===== config.mk =====
export PLATFORM = sky130hd
export DESIGN_NAME = delay_chain_sensor_flat
export DESIGN_NICKNAME = d
export VERILOG_FILES = /design/src/rtl/delay_sensor_pkg.sv /design/src/rtl/delay_chain_sensor_if.sv /design/src/rtl/delay_chain_taps.sv /design/src/rtl/delay_chain_sensor.sv /design/src/flat_wrapper.sv
export SDC_FILE = /design/constraint.sdc
export NUM_CORES = 1
export LEC_CHECK = 0
export ABC_AREA = 1
export CORE_ASPECT_RATIO = 1.2
export CORE_MARGIN = 2
export CORE_UTILIZATION = 45
export CTS_BUF_LIST = sky130_fd_sc_hd__clkbuf_8
export CTS_CLUSTER_SIZE = 40
export DETAILED_ROUTE_END_ITERATION = 7
export GPL_TIMING_DRIVEN = 0
export PLACE_DENSITY = 0.65
export SLEW_MARGIN = 40
export SYNTH_ARGS = -nofsm -noshare
export SYNTH_HDL_FRONTEND = slang
export SYNTH_SLANG_ARGS = --single-unit

===== constraint.sdc =====
create_clock -name clk -period 3.5 [get_ports clk]
set_input_delay 0.7 -clock clk [delete_from_list [all_inputs] [get_ports clk]]
set_output_delay 0.7 -clock clk [all_outputs]
set_load 0.02 [all_outputs]

===== src/rtl/delay_sensor_pkg.sv =====
// Shared state type and helpers for the tapped delay-chain sensor.
package delay_sensor_pkg;

  localparam int MAX_STAGES = 256;

  typedef enum logic [2:0] {
    IDLE,
    LAUNCH,
    CAPTURE,
    SYNC,
    ENCODE,
    SETTLE,
    DONE
  } state_t;

  function automatic int cnt_width(input int num_stages);
    return $clog2(num_stages + 1);
  endfunction

  // Tap k sits behind k+1 inverters, so even taps are flipped back before
  // comparing; the run ends at the first mismatch so later bubbles are ignored.
  function automatic int tap_depth(input logic [MAX_STAGES-1:0] taps,
                                   input int num_stages,
                                   input logic level);
    int depth;
    logic run;
    depth = 0;
    run = 1'b1;
    for (int k = 0; k < MAX_STAGES; k++) begin
      if (run && (k < num_stages)) begin
        if ((taps[k] ^ ~k[0]) == level) depth++;
        else run = 1'b0;
      end
    end
    return depth;
  endfunction

endpackage


===== src/rtl/delay_chain_sensor_if.sv =====
// Request/result bundle of the delay sensor; min/max exist only with DELAY_SENSOR_MINMAX_EN.
interface delay_chain_sensor_if #(
  parameter int NUM_STAGES   = 50,
  parameter int SAMPLES_LOG2 = 4
) ();
  localparam int CNT_W = delay_sensor_pkg::cnt_width(NUM_STAGES);

  logic                          start;
  logic                          busy;
  logic                          done;
  logic [CNT_W+SAMPLES_LOG2-1:0] result;
  logic [CNT_W-1:0]              last_count;
`ifdef DELAY_SENSOR_MINMAX_EN
  logic [CNT_W-1:0]              min_count;
  logic [CNT_W-1:0]              max_count;

  modport master (output start, input busy, done, result, last_count, min_count, max_count);
  modport slave  (input start, output busy, done, result, last_count, min_count, max_count);
`else
  modport master (output start, input busy, done, result, last_count);
  modport slave  (input start, output busy, done, result, last_count);
`endif
endinterface


===== src/rtl/delay_chain_taps.sv =====
// Unclocked chain of inverting stages; every stage output is exported as a tap.
module delay_chain_taps #(
  parameter int NUM_STAGES = 50
) (
  output logic [NUM_STAGES-1:0] taps,
  input  logic                  chain_in
);

  for (genvar k = 0; k < NUM_STAGES; k++) begin : g_stage
    (* keep *) logic n;
    if (k == 0) begin : g_first
      assign n = ~chain_in;
    end else begin : g_next
      assign n = ~g_stage[k-1].n;
    end
    assign taps[k] = n;
  end

endmodule


===== src/rtl/delay_chain_sensor.sv =====
// Delay sensor top: launch/capture FSM, encoder and accumulator.
// Optional min/max tracking under DELAY_SENSOR_MINMAX_EN.
//   state   | meaning
//   IDLE    | wait for start
//   LAUNCH  | toggle chain input
//   CAPTURE | register taps one period after launch
//   SYNC    | second flop for metastability
//   ENCODE  | depth -> last_count, accumulate
//   SETTLE  | let the chain settle, then next sample or finish
//   DONE    | publish result
module delay_chain_sensor
  import delay_sensor_pkg::*;
#(
  parameter int NUM_STAGES    = 50,
  parameter int SAMPLES_LOG2  = 4,
  parameter int SETTLE_CYCLES = 4
) (
  input  logic                   clk,
  input  logic                   rst,
  delay_chain_sensor_if.slave    bus
);

  localparam int CNT_W = cnt_width(NUM_STAGES);
  localparam int ACC_W = CNT_W + SAMPLES_LOG2;
  localparam int SET_W = $clog2(SETTLE_CYCLES + 1);
  localparam int SMP_W = SAMPLES_LOG2 + 1;
  localparam logic [SMP_W-1:0] NUM_SAMPLES = SMP_W'(1 << SAMPLES_LOG2);

  state_t                state, state_next;
  logic                  launch_q;
  logic [NUM_STAGES-1:0] taps_w, cap_q, sync_q;
  logic [CNT_W-1:0]      depth, last_count_q;
  logic [ACC_W-1:0]      acc_q, result_q;
  logic [SMP_W-1:0]      smp_q;
  logic [SET_W-1:0]      settle_q;
  logic                  done_q, busy_q;
`ifdef DELAY_SENSOR_MINMAX_EN
  logic [CNT_W-1:0]      min_q, max_q;
`endif

  delay_chain_taps #(.NUM_STAGES(NUM_STAGES)) u_taps (
    .taps     (taps_w),
    .chain_in (launch_q)
  );

  assign depth = CNT_W'(tap_depth(MAX_STAGES'(sync_q), NUM_STAGES, launch_q));

  always_comb begin
    state_next = state;
    case (state)
      IDLE:    if (bus.start) state_next = LAUNCH;
      LAUNCH:  state_next = CAPTURE;
      CAPTURE: state_next = SYNC;
      SYNC:    state_next = ENCODE;
      ENCODE:  state_next = SETTLE;
      SETTLE:  if (settle_q == '0) state_next = (smp_q < NUM_SAMPLES) ? LAUNCH : DONE;
      DONE:    state_next = IDLE;
      default: state_next = IDLE;
    endcase
  end

  always_ff @(posedge clk) begin
    if (rst) begin
      state        <= IDLE;
      launch_q     <= 1'b0;
      cap_q        <= '0;
      sync_q       <= '0;
      last_count_q <= '0;
      acc_q        <= '0;
      result_q     <= '0;
      smp_q        <= '0;
      settle_q     <= '0;
      done_q       <= 1'b0;
      busy_q       <= 1'b0;
`ifdef DELAY_SENSOR_MINMAX_EN
      min_q        <= '0;
      max_q        <= '0;
`endif
    end else begin
      state  <= state_next;
      // busy stays up through the cycle in which done is visible
      busy_q <= (state_next != IDLE) || (state == DONE);
      done_q <= (state == DONE);
      case (state)
        IDLE: if (bus.start) begin
          acc_q <= '0;
          smp_q <= '0;
`ifdef DELAY_SENSOR_MINMAX_EN
          min_q <= CNT_W'(NUM_STAGES);
          max_q <= '0;
`endif
        end
        LAUNCH:  launch_q <= ~launch_q;
        CAPTURE: cap_q    <= taps_w;
        SYNC:    sync_q   <= cap_q;
        ENCODE: begin
          last_count_q <= depth;
          acc_q        <= acc_q + ACC_W'(depth);
          smp_q        <= smp_q + 1'b1;
          settle_q     <= SET_W'(SETTLE_CYCLES - 1);
`ifdef DELAY_SENSOR_MINMAX_EN
          if (depth < min_q) min_q <= depth;
          if (depth > max_q) max_q <= depth;
`endif
        end
        SETTLE:  if (settle_q != '0) settle_q <= settle_q - 1'b1;
        DONE:    result_q <= acc_q;
        default: ;
      endcase
    end
  end

  assign bus.busy       = busy_q;
  assign bus.done       = done_q;
  assign bus.result     = result_q;
  assign bus.last_count = last_count_q;
`ifdef DELAY_SENSOR_MINMAX_EN
  assign bus.min_count  = min_q;
  assign bus.max_count  = max_q;
`endif

endmodule


===== src/flat_wrapper.sv =====
// flat-port wrapper written by rule: the top's interface ports become plain ports
module delay_chain_sensor_flat import delay_sensor_pkg::*;
#(
  parameter int NUM_STAGES    = 50,
  parameter int SAMPLES_LOG2  = 4,
  parameter int SETTLE_CYCLES = 4
)
  (clk, rst, bus_start, bus_busy, bus_done, bus_result, bus_last_count);
  delay_chain_sensor_if #(.NUM_STAGES(NUM_STAGES), .SAMPLES_LOG2(SAMPLES_LOG2)) bus_i ();
  input  logic clk;
  input  logic rst;
  input wire logic [$bits(bus_i.start)-1:0] bus_start;
  output wire logic [$bits(bus_i.busy)-1:0] bus_busy;
  output wire logic [$bits(bus_i.done)-1:0] bus_done;
  output wire logic [$bits(bus_i.result)-1:0] bus_result;
  output wire logic [$bits(bus_i.last_count)-1:0] bus_last_count;
  assign bus_i.start = bus_start;
  assign bus_busy = bus_i.busy;
  assign bus_done = bus_i.done;
  assign bus_result = bus_i.result;
  assign bus_last_count = bus_i.last_count;
  delay_chain_sensor #(.NUM_STAGES(NUM_STAGES), .SAMPLES_LOG2(SAMPLES_LOG2), .SETTLE_CYCLES(SETTLE_CYCLES)) u_core (.clk(clk), .rst(rst), .bus(bus_i));
endmodule

==> metrics.csv, run 1 <==
stage;metric;value;unit
grt;antenna_found_initial;0;
placement;dp_hpwl;3.26;mm
die;core;4530;um2
clock_network;cts_resized;0;
timing;hold_viol;0;
synthesis;synthCells;272;
route;route.detailed.drc;0;
worst_setup_path;arrival;2.58;ns
timing;period_share;0.683;
die;num_io_pins;21;
timing;skew;0.00716;ns
route;drtAntennaViolNets;0;
finish;drive_above_1_share;0.110;
grt;grt_max_degree;13;
power;ir_worst_vdd;0.287;mV
finish;diodes;0;
finish;final_nets;313;
worst_hold_path;min_to;u_core.bus.last_count[2];
timing;fmax;0.418;GHz
worst_hold_path;hold_path_class;reg2reg;
die;die_x;66.3;um
timing;slew_headroom;0.646;
route;via_per_inst;4.87;
timing;slew_viol_final;0;
status;status;finished, final reports clean;
clock_network;cts_buffers;5;
worst_setup_path;worstRegToRegCells;13;
worst_setup_path;cpPeakStageDelay;0.45;ns
grt;grt_pass1_vias;1651;
worst_setup_path;cp_max_fo;4;
job;maxCapViolCount;0;
timing;timing.final.ws_setup;1.11;ns
worst_setup_path;r2r_slack;1.11;ns
synthesis;ys.warnings.count;0;
clock_network;clockRootBuffer;clkbuf_8;
die;dieArea;5220;um2
placement;io_buffer_count;20;
route;via_count;1742;
timing;fin_crit;2.39;ns
clock_network;cts_buffer_depth;2;
clock_network;clk_pin_slew;0.08;ns
route;first_pass_iters;4;
placement;place_ws;1.15;ns
clock_network;cts_max_level;2;
clock_network;cts_tree;done;
worst_setup_path;cp_common_cell;nand2_1;
worst_setup_path;cp-start-kind;flip-flop;
worst_setup_path;critPathKind;reg2reg;
route;drtIter0Drc;66;
timing;setup-tns-final;0;ns
grt;grt_pass1_wl;7.56;mm
die;row_count;27;
synthesis;synth_area;2100;um2
timing;setup-violations-final;0;
worst_setup_path;cp_slowest_cell;fa_1;
power;p_leak;1.05;nW
placement;place_area;2370;um2
timing;rsz0062_at_grt;false;
power;power_density;385;nW/um2
worst_hold_path;hold_start;u_core.bus.last_count[2];
worst_setup_path;reg2reg_from;u_core.launch_q;
grt;grt_use_total;0.186;
clock_network;cts_sinks;42;
clock_network;cts_setup_buffers;0;
finish;areaGrowthSynthToFinish;17.0;%
worst_setup_path;r2r-end;u_core.acc_q[6];
placement;place_congestion;0.805;
synthesis;synth.avg_cell_area;7.71;um2
finish;design_area;2450;um2
timing;worstMarginPinSlew;0.531;ns
worst_setup_path;end_kind;flip-flop;
timing;whs;0.427;ns
die;die_y;78.8;um
route;wl;4.39;mm
worst_hold_path;whs_path_depth;2;
route;avgRoutedWirePerCell;12.3;um
worst_setup_path;worstPathRequired;3.69;ns
clock_network;clkLatencyLatePin;0.29;ns
grt;grt_overflow;0;
die;start_util;0.463;
worst_setup_path;crit_chain;xor2_1, inv_1, nor2_1, inv_1, fa_1, inv_1, nand3_1, nand2_1, nand2_1, a21oi_1, nand2_1, nand2_1, a21oi_1;
clock_network;postCtsHoldBufs;0;
## routing by layer
| metal | routed length [um] | track usage | vias to the layer above |
|---|---|---|---|
| met5 | 0 | 0 | - |
| met4 | 44 | 0.0490 | 0 |
| met3 | 141 | 0.0382 | 4 |
| met2 | 2230 | 0.328 | 25 |
| met1 | 1970 | 0.226 | 770 |
| li1 | - | - | 943 |
## how the worst max path moves through the flow
stage,from,to,slack [ns],cells after the start
2_1_floorplan,u_core.launch_q,u_core.acc_q[6],1.50,14
3_3_place_gp,u_core.launch_q,u_core.acc_q[6],1.16,13
3_5_place_dp,u_core.launch_q,u_core.acc_q[6],1.15,14
4_1_cts,u_core.launch_q,u_core.acc_q[6],1.14,14
5_1_grt,u_core.launch_q,u_core.acc_q[6],0.84,14
6_report,u_core.launch_q,u_core.acc_q[6],1.11,13
## cell type report
cell class	instances	area (um2)
clock inverter	2	10.0
fill	439	2080
timing repair buffer	20	200
multi-input combinational	185	1040
clock buffer	5	68.8
inverter	37	141
tap	58	72.6
sequential	42	841
buffer	9	72.6
## flip-flops by register name, summed over array words and instances (netlist names)
signal                 cells
u_core.settle_q            3
u_core.launch_q            1
u_core.cap_q               2
u_core.state               3
u_core.smp_q               5
u_core.bus.result         10
u_core.bus.done            1
u_core.sync_q              2
u_core.acc_q              10
u_core.bus.busy            1
u_core.bus.last_count      4
## critical path, delay by kind of cell, from the launching register on
family,cells,cell delay (ns)
AO/OA/AOI/OAI,2,0.22
XOR/XNOR,1,0.17
adder cells (fa/ha/maj),1,0.45
buffers and inverters,3,0.30
flip-flops,1,0.40
AND/OR/NAND/NOR,6,0.77
## power by group
part / internal, mW / total [mW] / switching (mW)
clock: 0.134 / 0.294 / 0.160
combinational: 0.0501 / 0.143 / 0.0929
sequential: 0.492 / 0.506 / 0.0133
total: 0.676 / 0.943 / 0.266
## cells in the final DEF (no fill, tap or decap), types with 4 or more instances in the layout
cell / instances
dfxtp_1: 42
nor2_1: 32
nand2_2: 5
clkbuf_8: 5
o21ai_1: 12
a21oi_1: 22
inv_1: 33
o21ai_0: 13
clkdlybuf4s50_1: 20
buf_6: 4
nand2_1: 44
nand3_1: 13
ha_1: 9
## per-stage QoR
| stage | std cells | power [mW] | utilization |
|---|---|---|---|
| after floorplan | 273 | 0.622 | - |
| after detailed placement | 351 | 0.659 | 0.524 |
| after global placement | 351 | 0.659 | 0.524 |
| after global routing | 358 | 0.985 | 0.541 |
| after CTS | 358 | 0.952 | 0.541 |
| final | 358 | 0.943 | 0.541 |
(Power assumes the default switching activity.)
==> run 2: changes to the inputs <==
- PLACE_DENSITY: 0.65 -> 0.67
- clock period: 3.5 -> 1.9 ns (I/O delays scaled with it)
==> run 2 against run 1 <==
The flow now finishes with violations (setup timing). Maximum frequency up 14%. Total power grew 90%. Clock-buffer cell count unchanged. Sequential power rose by 85%. Register-to-register slack got worse by 1.3 ns. Core utilization grew 3.7 points. Via count rose by 4.8%. Combinational power up 130%. Setup slack lost 1.3 ns. Routed wire length grew 3.9%. Critical endpoint unchanged. Largest power group unchanged.
==> metrics.csv, run 2 (same netlist as run 1, synthesis figures left out) <==
stage;metric;value;unit;change
worst_setup_path;worstSetupEndpoint;u_core.acc_q[6];;
finish;final_cell_mix;dfxtp_1 (40), nand2_1 (37), inv_1 (33);;
timing;hold_viol;0;;unchanged
worst_setup_path;worstRegToRegCells;14;;+1
clock_network;cts_buffers;5;;unchanged
power;power_density;684;nW/um2;+78%
timing;setup-violations-final;5;;+5
worst_setup_path;cpPeakStageDelay;0.39;ns;-0.06 ns
finish;diodes;0;;unchanged
worst_setup_path;cp-start-kind;flip-flop;;
job;maxCapViolCount;0;;unchanged
route;first_pass_iters;4;;unchanged
power;p_leak;1.10;nW;+4.3%
grt;grt_overflow;0;;unchanged
worst_setup_path;critPathKind;reg2reg;;
timing;timing.final.ws_setup;-0.189;ns;-1.30 ns
route;wl;4.56;mm;+3.9%
clock_network;clk_pin_slew;0.08;ns;about the same
timing;rsz0062_at_grt;true;;
power;ir_worst_vdd;0.388;mV;+35%
clock_network;clkLatencyLatePin;0.29;ns;about the same
worst_setup_path;worstPathRequired;2.09;ns;-1.60 ns
die;start_util;0.463;;unchanged
worst_setup_path;crit_chain;xor2_1, inv_1, nor2_2, ha_2, inv_2, fa_2, inv_2, nand3_2, nand2_4, nand2_2, a21oi_2, nand2_1, nand2_1, a21oi_1;;
timing;slew_viol_final;0;;unchanged
finish;drive_above_1_share;0.195;;+0.0848
worst_setup_path;arrival;2.27;ns;-0.31 ns
finish;final_util;0.578;;+0.0370
finish;n_fill_cell;444;;+1.1%
route;drtAntennaViolNets;0;;unchanged
die;core;4530;um2;unchanged
grt;antenna_found_initial;0;;unchanged
status;status;complete, but fails checks;;
placement;place_congestion;0.830;;+3.1%
grt;grt_pass1_vias;1662;;+0.67%
route;via_count;1826;;+4.8%
placement;io_buffer_count;20;;unchanged
worst_setup_path;r2r_slack;-0.19;ns;-1.30 ns
clock_network;cts_buffer_depth;2;;unchanged
worst_setup_path;reg2reg_from;u_core.launch_q;;
worst_setup_path;end_kind;flip-flop;;
grt;grt_max_degree;12;;-1
route;via_per_inst;4.99;;+2.5%
grt;grt_use_total;0.190;;+0.00445
finish;final_nets;321;;+2.6%
clock_network;postCtsHoldBufs;0;;unchanged
worst_setup_path;cp_max_fo;3;;-1
die;row_count;27;;unchanged
timing;skew;0.00724;ns;+0.0000818 ns
worst_hold_path;hold_path_class;reg2reg;;
placement;dp_hpwl;3.24;mm;-0.63%
clock_network;cts_tree;done;;
worst_setup_path;worst-path-buf-inv;3;;unchanged
clock_network;cts_max_level;2;;unchanged
timing;fin_crit;2.09;ns;-0.302 ns
placement;place_ws;-0.274;ns;-1.43 ns
status;violations;setup timing;;
die;dieArea;5220;um2;unchanged
finish;final_common_cell;dfxtp_1;;
worst_setup_path;cp_slowest_cell;dfxtp_4;;
die;die_y;78.8;um;unchanged
worst_setup_path;r2r-end;u_core.acc_q[6];;
die;num_io_pins;21;;unchanged
clock_network;cts_sinks;42;;unchanged
timing;setup-tns-final;-0.491;ns;-0.491 ns
worst_setup_path;startpoint;u_core.launch_q;;
route;drtIter0Drc;63;;-4.5%
route;route.detailed.drc;0;;unchanged
die;die_x;66.3;um;unchanged
worst_setup_path;critical_path.top_delay_family;adder cells;;
power;power.total;1.79;mW;+90%
finish;areaGrowthSynthToFinish;25.0;%;
worst_setup_path;cp_num_cells;14;;+1
clock_network;clockRootBuffer;clkbuf_8;;
grt;grt_pass1_wl;7.64;mm;+1.0%
timing;period_share;1.10;;+0.416
route;avgRoutedWirePerCell;12.5;um;+1.6%
timing;fmax;0.479;GHz;+14%
[run 2: cell count changes in the layout (fill, tap and decap cells not counted), sizes merged]
cell	before	now
clkinv	2	0
buf	7	15
inv	37	39
[run 2: power breakdown]
group          internal, mW  total, mW  leakage (nW)  switching, mW
clock network         0.242      0.525        0.0466          0.283
registers             0.907      0.936         0.341         0.0285
logic                 0.136      0.330         0.708          0.194
total                  1.29       1.79          1.10          0.506
[run 2: worst reg2reg max path, delay by kind of cell, from the launching register on]
| kind | cells | cell delay, ns |
|---|---|---|
| fa+ha+maj | 2 | 0.55 |
| xor+xnor | 1 | 0.15 |
| simple gates | 6 | 0.48 |
| compound gates | 2 | 0.21 |
| flops | 1 | 0.39 |
| buf+inv | 3 | 0.21 |
[run 2: cell type report]
cell class	instances	area [um2]	share of cell area
plain buffers	9	72.6	0.0277
clock buffers	5	68.8	0.0263
clock inverters	2	7.51	0.00287
inverters	37	141	0.0540
multi-input cells	185	1140	0.435
flip-flops and latches	42	848	0.324
well taps	58	72.6	0.0277
repair buffers	28	268	0.102
[run 2: per-stage QoR]
| stage | hold WS [ns] | instance area, um2 | cells |
|---|---|---|---|
| 2_1_floorplan | 0.429 | 2110 | 273 |
| 3_3_place_gp | 0.414 | 2390 | 351 |
| 3_5_place_dp | 0.422 | 2390 | 351 |
| 4_1_cts | 0.434 | 2500 | 361 |
| 5_1_grt | 0.460 | 2620 | 366 |
| 6_report | 0.429 | 2620 | 366 |
[run 2: worst min path at each step]
stage / start / to / slack [ns] / cells after the start
finish: u_core.bus.last_count[3] / u_core.bus.last_count[3] / 0.43 / 2
global route: u_core.bus.last_count[2] / u_core.bus.last_count[2] / 0.46 / 2
CTS: u_core.bus.last_count[3] / u_core.bus.last_count[3] / 0.43 / 2
detailed placement: u_core.bus.last_count[3] / u_core.bus.last_count[3] / 0.42 / 2
global placement: u_core.bus.last_count[2] / u_core.bus.last_count[2] / 0.41 / 2
floorplan: u_core.cap_q[48] / u_core.sync_q[48] / 0.43 / 2
[run 2: metal layers]
layer	vias up	GRT usage	part of all wire	wire length, um
li1	958	-	-	-
met1	818	0.236	0.44	2010
met2	42	0.319	0.49	2240
met3	8	0.0425	0.047	213
met4	0	0.0694	0.022	100
met5	-	0	0	0
[run 2: what timing repair did]
item,CTS,global route
pin swaps,4,4
gates resized for setup,7,18
buffers inserted,3,5
setup endpoints to repair,6,6
